$ cat src/rtl/xilinx_rst_seq.sv
// xilinx_rst_seq: orders clock lock, DRAM reset/calibration and SoC/USB reset release
module xilinx_rst_seq #(
  parameter int CntWidth      = 24,
  parameter int LockCycles    = 1024,
  parameter int DramRstCycles = 256,
  parameter int CalibTimeout  = 10000000,
  parameter int SocHoldCycles = 64,
  parameter bit UseDram       = 1'b1
) (
  input  logic       clk_i,
  input  logic       rst_i,
  input  logic       clk_locked_i,
  input  logic       dram_calib_done_i,
  input  logic       vio_reset_i,
  input  logic [1:0] boot_mode_i,
  output logic       dram_rst_o,
  output logic       soc_rst_no,
  output logic       usb_rst_no,
  output logic [1:0] boot_mode_o,
  output logic       seq_done_o,
  output logic       calib_err_o,
  output logic [2:0] state_o
);
  typedef enum logic [2:0] {
    ASSERT     = 3'd0,
    WAIT_LOCK  = 3'd1,
    DRAM_RST   = 3'd2,
    WAIT_CALIB = 3'd3,
    SOC_HOLD   = 3'd4,
    RUN        = 3'd5,
    ERROR      = 3'd6
  } state_e;
  localparam logic [CntWidth-1:0] LOCK_END  = CntWidth'(LockCycles - 1);
  localparam logic [CntWidth-1:0] DRAM_END  = CntWidth'(DramRstCycles - 1);
  localparam logic [CntWidth-1:0] CALIB_END = CntWidth'(CalibTimeout - 1);
  localparam logic [CntWidth-1:0] HOLD_END  = CntWidth'(SocHoldCycles - 1);
  state_e state, nxt;
  logic [CntWidth-1:0] cnt;
  logic abort, cnt_clr;
  // next state; lock loss in WAIT_LOCK only restarts the lock count, everything else aborts
  always_comb begin
    nxt = state;
    abort = !clk_locked_i || vio_reset_i;
    case (state)
      ASSERT:     nxt = vio_reset_i ? ASSERT : WAIT_LOCK;
      WAIT_LOCK:  nxt = vio_reset_i ? ASSERT :
                        (clk_locked_i && cnt == LOCK_END) ? (UseDram ? DRAM_RST : SOC_HOLD) : WAIT_LOCK;
      DRAM_RST:   nxt = abort ? ASSERT : (cnt == DRAM_END) ? WAIT_CALIB : DRAM_RST;
      WAIT_CALIB: nxt = abort ? ASSERT : dram_calib_done_i ? SOC_HOLD :
                        (cnt == CALIB_END) ? ERROR : WAIT_CALIB;
      SOC_HOLD:   nxt = abort ? ASSERT : (cnt == HOLD_END) ? RUN : SOC_HOLD;
      RUN:        nxt = (abort || (UseDram && !dram_calib_done_i)) ? ASSERT : RUN;
      ERROR:      nxt = vio_reset_i ? ASSERT : ERROR;
      default:    nxt = ASSERT;
    endcase
    cnt_clr = (nxt != state) || !(state inside {WAIT_LOCK, DRAM_RST, WAIT_CALIB, SOC_HOLD}) ||
              (state == WAIT_LOCK && !clk_locked_i);
  end
  // state, counter and outputs registered from the next state so they move together
  always_ff @(posedge clk_i or posedge rst_i) begin
    if (rst_i) begin
      state       <= ASSERT;
      cnt         <= '0;
      dram_rst_o  <= 1'b1;
      soc_rst_no  <= 1'b0;
      usb_rst_no  <= 1'b0;
      boot_mode_o <= 2'b00;
      seq_done_o  <= 1'b0;
      calib_err_o <= 1'b0;
    end else begin
      state       <= nxt;
      cnt         <= cnt_clr ? '0 : cnt + CntWidth'(1);
      dram_rst_o  <= nxt inside {ASSERT, WAIT_LOCK, DRAM_RST};
      soc_rst_no  <= nxt == RUN;
      usb_rst_no  <= nxt == RUN;
      seq_done_o  <= nxt == RUN;
      boot_mode_o <= (state == SOC_HOLD && nxt == RUN) ? boot_mode_i : boot_mode_o;
      calib_err_o <= calib_err_o || (state == WAIT_CALIB && nxt == ERROR);
    end
  end
  assign state_o = state;
endmodule
$ cat config.mk
export PLATFORM = sky130hd
export DESIGN_NAME = xilinx_rst_seq
export DESIGN_NICKNAME = d
export VERILOG_FILES = /design/src/rtl/xilinx_rst_seq.sv
export SDC_FILE = /design/constraint.sdc
export NUM_CORES = 1
export LEC_CHECK = 0
export ABC_AREA = 1
export CORE_MARGIN = 4
export CORE_UTILIZATION = 51
export CTS_CLUSTER_SIZE = 30
export DETAILED_ROUTE_END_ITERATION = 6
export GPL_TIMING_DRIVEN = 0
export PLACE_DENSITY = 0.75
export SLEW_MARGIN = 20
export SYNTH_ARGS = -nofsm -noshare
export SYNTH_HDL_FRONTEND = slang
export SYNTH_SLANG_ARGS = --single-unit
$ cat constraint.sdc
create_clock -name clk_i -period 1.8 [get_ports clk_i]
set_input_delay 0.36 -clock clk_i [delete_from_list [all_inputs] [get_ports clk_i]]
set_output_delay 0.36 -clock clk_i [all_outputs]
set_load 0.03 [all_outputs]
==> metrics.txt, run 1 <==
status finished, violations left; violated checks setup timing; H-tree depth 2; warnings from Yosys 0; antenna violations before repair 0; Slew Viols, Final 0; synth cell count leaders 50 x nor2_1, 39 x nand2_1, 31 x dfrtp_1; Yosys cell types 25; Clk Latency, worst-skew pair 280 ps; kind of critical path reg -> reg; placed cell count 303; Tot GR Track Use 0.199; area of placed instances 0.00209 sq mm; Residual DRC 0; post-layout util 0.717; Setup Skew 6.48 ps; P_leak 0.00114 uW; clock-pin slew on the worst setup and hold paths 70 ps; asr flop ratio synth 1.00; Clock power frac 0.478; Filler Cells Inserted 291; initial core utilization 0.543; die area 0.00470 sq mm; area share of the largest cell type after synthesis 0.415; largest net degree at the start of global routing 33; grt total ovfl 0; NumNets Final 287; most frequent cell after synthesis nor2_1; Post-Place Setup Slack -403 ps; initial DRC count 164; worst-path cell chain nor2_1 -> nand2_1 -> nor2_4 -> nand3_1 -> o21ai_2 -> nor2_2 -> nand3_1 -> nand3_4 -> buf_8 -> nor2_1; vias in the first global route 1,502; Root Driver clkbuf_8; IO buf count 16; CTS Buf Count 5; Layout area overhead 32.0%; main flop type after synthesis dfrtp_1; Final Setup Violations 23; worst reg2reg path depth 10; reg2reg start cnt[9]$_DFF_PP0_; Synth area leader dfrtp_1; CTS sink cnt 32; peak supply drop 0.449 mV; GPL Wtd Cong 0.937; pwr dens 636 mW/mm^2; fin worst setup slack -128 ps; CTS tree built; FF-to-FF End cnt[8]$_DFF_PP0_; RSZ-0062 raised after global routing yes; layout cell share with drive strength beyond 1 0.289; syn nets 249; Avg WL per Cell 13.7 microns; Worst Path Required 2010 ps; core area 0.00344 sq mm; number of flops mapped to enable cells by yosys 0; final cell count without fillers 326; post-DR vias/cell 5.21; n_diodes 0; CP max stage delay 440 ps; Hold Fails Final Rpt 0; f_max 519 MHz; slowest CP cell dfrtp_1; setup_tns -2530 ps; synthesized area per cell 7.76 sq um; cell internal pwr 1250 uW; fin area 0.00247 sq mm; Hold EP boot_mode_o[1]$_DFFE_PP0P_; CP Launch Type flip-flop; io pins 17; clock buffer depth 2; sw frac 0.203; post-synthesis instance total 241; min-delay src boot_mode_o[1]$_DFFE_PP0P_; sequential area share after synthesis 0.429; ranking of synthesized cells by area dfrtp_1 41%, nor2_1 10%, nand2_1 7.8%; Antenna Nets Post-Route 0; Seq pwr share 0.463; fin crit share 1.07; first-pass GRT wire length 6.82 mm; Slew @ Worst Pin 654 ps; synthesis-stage register bit count 32; type of destination of the critical path flip-flop; hold path depth 2; max-cap check violation count 0; max_slew headroom 0.564; CP max FO 6; vias post-DR 1,699; die span in x 68.5 microns; Routed WL 4.48 mm; Final min period 1930 ps; Netlist Area Pre-Place 0.00187 sq mm; die height 68.5 microns; R2R Setup Slk -130 ps; dpl hpwl 2.77 mm; HP Class reg -> reg; Worst Path Arrival 2140 ps; P_sw 319 uW; Gate power share 0.058; Site Rows 21; 1st-pass router iterations 4
-- cells by family after synthesis --
logic type                 synth area share
and+or+nand+nor                       0.356
DFF                                   0.429
buffers and inverters                0.0743
xor gates and xnor gates             0.0937
AOI/OAI and AO/OA                    0.0402
adders and majority gates           0.00669
-- power by group through the flow --
stage | Combinational [uW] | Clock (uW) | Sequential [uW]
after floorplan | 41.0 | 0 | 742
after global placement | 71.7 | 0 | 740
after detailed placement | 72.3 | 0 | 739
after CTS | 77.2 | 765 | 726
after global routing | 101 | 799 | 727
final | 91.6 | 750 | 727
-- placed cells by master (no fill, tap or decap) --
| master | count |
|---|---|
| nor2_1 | 37 |
| nand2_1 | 36 |
| dfrtp_1 | 25 |
| nor2_2 | 24 |
| inv_1 | 20 |
| nand3_1 | 18 |
| buf_4 | 16 |
| xor2_1 | 15 |
| nand4_1 | 9 |
| clkdlybuf4s50_1 | 8 |
| inv_2 | 7 |
| clkbuf_8 | 7 |
| dfrtp_2 | 6 |
| nand2_2 | 5 |
| o21ai_0 | 5 |
| xnor2_1 | 5 |
| nor2_4 | 4 |
| nor3_1 | 4 |
| dlygate4sd2_1 | 4 |
| dlymetal6s2s_1 | 4 |
| a21oi_1 | 3 |
| nand3_4 | 2 |
| nand3_2 | 2 |
| nand3b_1 | 2 |
| o211ai_1 | 2 |
| nand2_4 | 1 |
| o21a_1 | 1 |
| o21ai_2 | 1 |
| buf_12 | 1 |
| buf_8 | 1 |
| o21bai_1 | 1 |
| ha_4 | 1 |
| bufinv_16 | 1 |
| clkbuf_16 | 1 |
| dfstp_2 | 1 |
-- final cells by class --
cell class	instances	area, sq um	share of cell area
Multi-Input combinational cell	178	1030	0.416
Sequential cell	32	810	0.328
Timing Repair Buffer	31	295	0.120
Inverter	27	101	0.0411
Clock buffer	7	96.3	0.0390
Tap cell	46	57.6	0.0233
Buffer	4	50.0	0.0203
Clock inverter	1	30.0	0.0122
-- registers in the layout, summed over array words and instances (netlist names) --
name,count
cnt,24
calib_err_o,1
dram_rst_o,1
boot_mode_o,2
usb_rst_no,1
state_o,3
-- per-layer routing --
metal,vias up,track usage,wire [microns]
li1,841,-,-
met1,781,0.281,2000
met2,57,0.293,2090
met3,20,0.0519,274
met4,0,0.0744,118
met5,-,0,0
-- how the worst max path moves through the flow --
stage | end | depth (start not counted) | start
after floorplan | cnt[16]$_DFF_PP0_ | 12 | state_o[0]$_DFF_PP0_
after global placement | cnt[3]$_DFF_PP0_ | 10 | clk_locked_i
after detailed placement | cnt[17]$_DFF_PP0_ | 13 | vio_reset_i
after CTS | cnt[18]$_DFF_PP0_ | 11 | cnt[0]$_DFF_PP0_
after global routing | cnt[2]$_DFF_PP0_ | 10 | cnt[13]$_DFF_PP0_
final | cnt[8]$_DFF_PP0_ | 10 | cnt[9]$_DFF_PP0_
-- stage by stage --
step	total power (uW)	hold slack [ps]
4_1_cts	1570	475
3_5_place_dp	812	458
2_1_floorplan	782	430
3_3_place_gp	811	454
5_1_grt	1630	505
6_report	1570	472
-- worst max-delay path: cells and delay by family, from the launching register on --
family / cells / cell delay (ps)
DFF: 1 / 440
AOI/OAI and AO/OA: 1 / 210
buffers and inverters: 1 / 180
and+or+nand+nor: 8 / 1010
-- what timing repair did --
item / CTS / global route
setup endpoints to repair: 27 / 28
pin swaps: 3 / 7
endpoints found under the hold margin: 0 / 0
hold buffers: 0 / 0
resized for setup: 18 / 29
setup buffers: 7 / 7
gates cloned: 0 / 1
(Power assumes the default switching activity.)
==> run 2, diff against run 1 <==
- GPL_TIMING_DRIVEN: 0 -> 1
==> metrics.txt, run 2 (synthesis results as in run 1) <==
Tot GR Track Use 0.217 (+0.0173); pwr dens 519 mW/mm^2 (-18%); Slew Viols, Final 0 (unchanged); Slew @ Worst Pin 410 ps (-244 ps); status finished, violations left; Site Rows 21 (unchanged); M1 WL 2.16 mm (+7.9%); dpl hpwl 3.26 mm (+18%); Avg WL per Cell 14.4 microns (+5.1%); fin area 0.00269 sq mm (+9.0%); Hold Fails Final Rpt 0 (unchanged); clock buffer depth 2 (unchanged); Worst Path Required 2000 ps (about the same); violated checks setup timing; commonest non-fill, non-tap cell in the layout buf_4; 1st-pass router iterations 4 (unchanged); fin crit share 1.03 (-0.0366); H-tree depth 2 (unchanged); vias post-DR 1,872 (+10%); final cell count without fillers 357 (+9.5%); HP Class in -> async; die span in x 68.5 microns (unchanged); Root Driver clkbuf_8; WL met3 294 microns (+7.3%); CTS sink cnt 32 (unchanged); post-DR vias/cell 5.24 (+0.61%); max-cap check violation count 0 (unchanged); max FFs per register 24 (unchanged); Antenna Nets Post-Route 0 (unchanged); layout cell share with drive strength beyond 1 0.376 (+0.0869); initial core utilization 0.543 (unchanged); clock-pin slew on the worst setup and hold paths 70 ps (about the same); vias in the first global route 1,734 (+15%); R2R Setup Slk -60 ps (+70 ps); Clk Latency, worst-skew pair 280 ps (about the same); top sig layer met4; Layout area overhead 43.8%; initial DRC count 176 (+7.3%); first-pass GRT wire length 7.67 mm (+12%); kind of critical path reg -> reg; type of destination of the critical path flip-flop; post-layout util 0.781 (+0.0643); io pins 17 (unchanged); P_leak 0.00125 uW (+10%); footprint of the multi-input gates 0.00107 sq mm (+4.3%); CP max FO 14 (+8); Final min period 1860 ps (-65.8 ps); Residual DRC 0 (unchanged); most frequent cells in the layout 47 x buf_4, 33 x nor2_1, 32 x nand2_1; Final Setup Violations 19 (-17%); FF-to-FF End cnt[23]$_DFF_PP0_; die area 0.00470 sq mm (unchanged); worst reg2reg path depth 12 (+2); CP Launch Type flip-flop; fin worst setup slack -62.6 ps (+65.8 ps); area of placed instances 0.00236 sq mm (+13%); Worst Path Arrival 2060 ps (-80 ps); peak supply drop 0.488 mV (+8.7%); f_max 537 MHz (+3.5%); Top reg by flops cnt; reg2reg start cnt[19]$_DFF_PP0_; Routed WL 5.16 mm (+15%); die height 68.5 microns (unchanged); NumNets Final 318 (+11%); CTS Hold Bufs 0 (unchanged); n_diodes 0 (unchanged); RSZ-0062 raised after global routing yes; placed cell count 337 (+11%); largest net degree at the start of global routing 33 (unchanged); CTS tree built; DR WL met2 2.58 mm (+24%); Total Power 1390 uW (-11%); GPL Wtd Cong 0.892 (-4.8%); core area 0.00344 sq mm (unchanged); max_slew headroom 0.727 (+0.163); Reg area 805 sq um (-0.62%); IO buf count 16 (unchanged); antenna violations before repair 0 (unchanged); CTS Buf Count 5 (unchanged); Post-Place Setup Slack -316 ps (+87.4 ps); Filler Cells Inserted 233 (-20%); Setup Skew 11.2 ps (+4.71 ps); grt total ovfl 0 (unchanged)
[run 2: cell count changes in the layout (fill, tap and decap cells not counted), sizes merged]
cell,delta
buf,+32
clkdlybuf4s50,+2
dlymetal6s2s,-2
bufinv,-1
[run 2: critical path, stage by stage, from the launching register on]
cell and delay (ps):
dfrtp_1 420, nor2_1 160, nand2_1 120, nor2_4 190, nand3_1 140, inv_1 70
nand2_1 90, nand2_2 80, nor2_2 50, nand3_2 80, nand3_4 110, buf_12 170
nor2_1 110
[run 2: final cells by class]
cell class / count / share of cell area
well taps: 46 / 0.0214
clock buffers: 8 / 0.0335
flip-flops and latches: 32 / 0.299
inverters: 27 / 0.0377
multi-input cells: 178 / 0.398
repair buffers: 66 / 0.210
[run 2: per-layer routing]
metal  vias up  GRT usage
met5         -          0
met1       884      0.293
met4         0     0.0744
met2        74      0.335
li1        901          -
met3        13     0.0567
[run 2: per-stage QoR]
stage	hold WS, ps	setup TNS, ps
after CTS	480	0
after global routing	514	-1980
after detailed placement	467	-7750
final	469	-390
after floorplan	430	0
after global placement	457	-6240
[run 2: timing repair]
action	4_1_cts	5_1_grt
pin swaps	2	12
setup endpoints to repair	27	27
buffers inserted	0	12
gates resized for setup	13	40
hold endpoints to repair	0	0
gates cloned	0	0
[run 2: power by group]
group	switching (uW)	leakage (uW)	internal, uW
Combinational	55.7	0.000769	45.0
Clock	256	0.0000455	312
Sequential	3.93	0.000437	722
[run 2: worst max-delay path by stage]
stage / start / endpoint / slack [ps] / cells past startpoint
5_1_grt: cnt[4]$_DFF_PP0_ / cnt[23]$_DFF_PP0_ / -130 / 13
3_5_place_dp: vio_reset_i / cnt[3]$_DFF_PP0_ / -320 / 13
6_report: cnt[19]$_DFF_PP0_ / cnt[23]$_DFF_PP0_ / -60 / 12
2_1_floorplan: state_o[0]$_DFF_PP0_ / cnt[16]$_DFF_PP0_ / 20 / 12
3_3_place_gp: vio_reset_i / cnt[18]$_DFF_PP0_ / -260 / 13
4_1_cts: cnt[1]$_DFF_PP0_ / cnt[23]$_DFF_PP0_ / 0.3 / 12
==> run 3, diff against run 2 <==
- SKIP_LAST_GASP: default -> 1
==> metrics.txt, run 3 (synthesis results as in run 1) <==
status finished, violations left; violated checks setup timing; RSZ-0062 raised after global routing yes; grt total ovfl 0 (unchanged); io pins 17 (unchanged); vias in the first global route 1,726 (-0.46%); Fin Hold WS 501 ps (+32.4 ps); NumNets Final 328 (+3.1%); Setup Skew 8.88 ps (-2.30 ps); max FFs per register 24 (unchanged); cell internal pwr 1080 uW (+0.54%); Clock power frac 0.413 (+0.006); initial core utilization 0.543 (unchanged); hold path depth 1; commonest non-fill, non-tap cell in the layout buf_4; kind of critical path reg -> reg; pwr dens 503 mW/mm^2 (-2.9%); post-DR vias/cell 5.50 (+4.9%); CP max stage delay 420 ps (about the same); Reg area 805 sq um (unchanged); clock buffer depth 2 (unchanged); cell family with most CP delay simple AND/OR/NAND/NOR gates; n_diodes 0 (unchanged); CTS tree built; CTS Buf Count 5 (unchanged); dpl hpwl 3.26 mm (unchanged); die area 0.00470 sq mm (unchanged); layout cell share with drive strength beyond 1 0.414 (+0.0381); Top reg by flops cnt; Routed WL 6.05 mm (+17%); Hold EP calib_err_o$_DFF_PP0_; fin worst setup slack -78.7 ps (-16.1 ps); peak supply drop 0.573 mV (+17%); R2R Setup Slk -80 ps (-20 ps); CTS Hold Bufs 0 (unchanged); P_leak 0.00130 uW (+4.2%); Gate power share 0.080 (+0.008); CP max FO 7 (-7); final cell count without fillers 367 (+2.8%); antenna violations before repair 0 (unchanged); placed cell count 337 (unchanged); type of destination of the critical path flip-flop; P_sw 345 uW (+9.3%); setup_tns -918 ps (-528 ps); vias post-DR 2,018 (+7.8%); core area 0.00344 sq mm (unchanged); IO buf count 16 (unchanged); slowest CP cell dfrtp_1; largest net degree at the start of global routing 33 (unchanged); Antenna Nets Post-Route 0 (unchanged); CTS sink cnt 32 (unchanged); max-cap check violation count 0 (unchanged); Post-Place Setup Slack -316 ps (unchanged); Slew Viols, Final 0 (unchanged); area of placed instances 0.00236 sq mm (unchanged); die span in x 68.5 microns (unchanged); footprint of the multi-input gates 0.00112 sq mm (+4.9%); CP Launch Type flip-flop; CP bufs+invs 2 (unchanged); reg2reg start cnt[21]$_DFF_PP0_; fin crit share 1.04 (+0.00894); Root Driver clkbuf_8; Final Setup Violations 24 (+5); worst-path cell chain nor2_2 -> nand2_2 -> nor2_4 -> nand3_1 -> inv_1 -> nand2_1 -> nand2_1 -> nor2_2 -> nand3_2 -> nand3_4 -> clkbuf_16 -> nor2_2; Avg WL per Cell 16.5 microns (+14%); clock-pin slew on the worst setup and hold paths 70 ps (about the same); Final min period 1880 ps (+16.1 ps); Layout area overhead 51.9%; worst reg2reg path depth 12 (unchanged); Site Rows 21 (unchanged); sw frac 0.241 (+0.0150); min-delay src calib_err_o$_DFF_PP0_; initial DRC count 208 (+18%); Seq pwr share 0.508 (-0.013); first-pass GRT wire length 7.62 mm (-0.63%); HP Class reg -> reg; Tot GR Track Use 0.216 (-0.00103); f_max 532 MHz (-0.86%); total number of cells along the worst setup path 12 (unchanged); Filler Cells Inserted 190 (-18%); GPL Wtd Cong 0.892 (unchanged); max_slew headroom 0.716 (-0.0111); die height 68.5 microns (unchanged); Clk Latency, worst-skew pair 290 ps (about the same); fin area 0.00284 sq mm (+5.6%); Worst Path Arrival 2090 ps (+30 ps); 1st-pass router iterations 5 (+1); Slew @ Worst Pin 422 ps (+12.1 ps); most frequent CP cell nor2_2; most frequent cells in the layout 56 x buf_4, 32 x nand2_1, 29 x nor2_1, 29 x dfrtp_1, 24 x nor2_2; Residual DRC 0 (unchanged); Hold Fails Final Rpt 0 (unchanged); Worst Path Required 2010 ps (about the same); FF-to-FF End cnt[19]$_DFF_PP0_; H-tree depth 2 (unchanged)
[run 3: layout make-up]
| class | count | share of cell area |
|---|---|---|
| Sequential cell | 32 | 0.283 |
| Timing Repair Buffer | 76 | 0.233 |
| Clock buffer | 8 | 0.0317 |
| Multi-Input combinational cell | 178 | 0.396 |
| Tap cell | 46 | 0.0203 |
| Inverter | 27 | 0.0366 |
[run 3: repair_timing]
item,in CTS,in global routing
pin swaps,2,11
gates cloned,0,1
endpoints found under the setup margin,27,27
gates resized for setup,11,56
setup buffers,0,21
[run 3: power groups by stage]
stage	sequential, uW	clock, uW	combinational, uW
after global routing	726	632	122
after CTS	725	577	93.2
final	726	590	114
after global placement	738	0	90.3
after detailed placement	739	0	91.7
after floorplan	742	0	41.0
[run 3: metal layers]
metal  routed length (microns)  share of wire  GRT usage  vias up
met3                       397          0.066     0.0583       26
met5                         0              0          0        -
met2                      2920           0.48      0.335      100
li1                          -              -          -      922
met4                       282          0.047     0.0744        0
met1                      2460           0.41      0.289      970
[run 3: worst max-delay path by stage]
| stage | from | end | slack [ps] |
|---|---|---|---|
| 3_5_place_dp | vio_reset_i | cnt[3]$_DFF_PP0_ | -320 |
| 6_report | cnt[21]$_DFF_PP0_ | cnt[19]$_DFF_PP0_ | -80 |
| 5_1_grt | cnt[0]$_DFF_PP0_ | cnt[19]$_DFF_PP0_ | -210 |
| 4_1_cts | cnt[1]$_DFF_PP0_ | cnt[23]$_DFF_PP0_ | -6 |
| 3_3_place_gp | vio_reset_i | cnt[18]$_DFF_PP0_ | -260 |
| 2_1_floorplan | state_o[0]$_DFF_PP0_ | cnt[16]$_DFF_PP0_ | 20 |
[run 3: metrics by stage]
| step | total power [uW] | utilization |
|---|---|---|
| CTS | 1400 | 0.716 |
| global placement | 828 | 0.686 |
| floorplan | 782 | - |
| finish | 1430 | 0.825 |
| global route | 1480 | 0.825 |
| detailed placement | 830 | 0.686 |
[run 3: worst register-to-register path, cell delays in order, from the launching register on]
cell	delay (ps)
dfrtp_1	420
nor2_2	150
nand2_2	110
nor2_4	200
nand3_1	140
inv_1	90
nand2_1	70
nand2_1	70
nor2_2	50
nand3_2	80
nand3_4	130
clkbuf_16	210
nor2_2	100
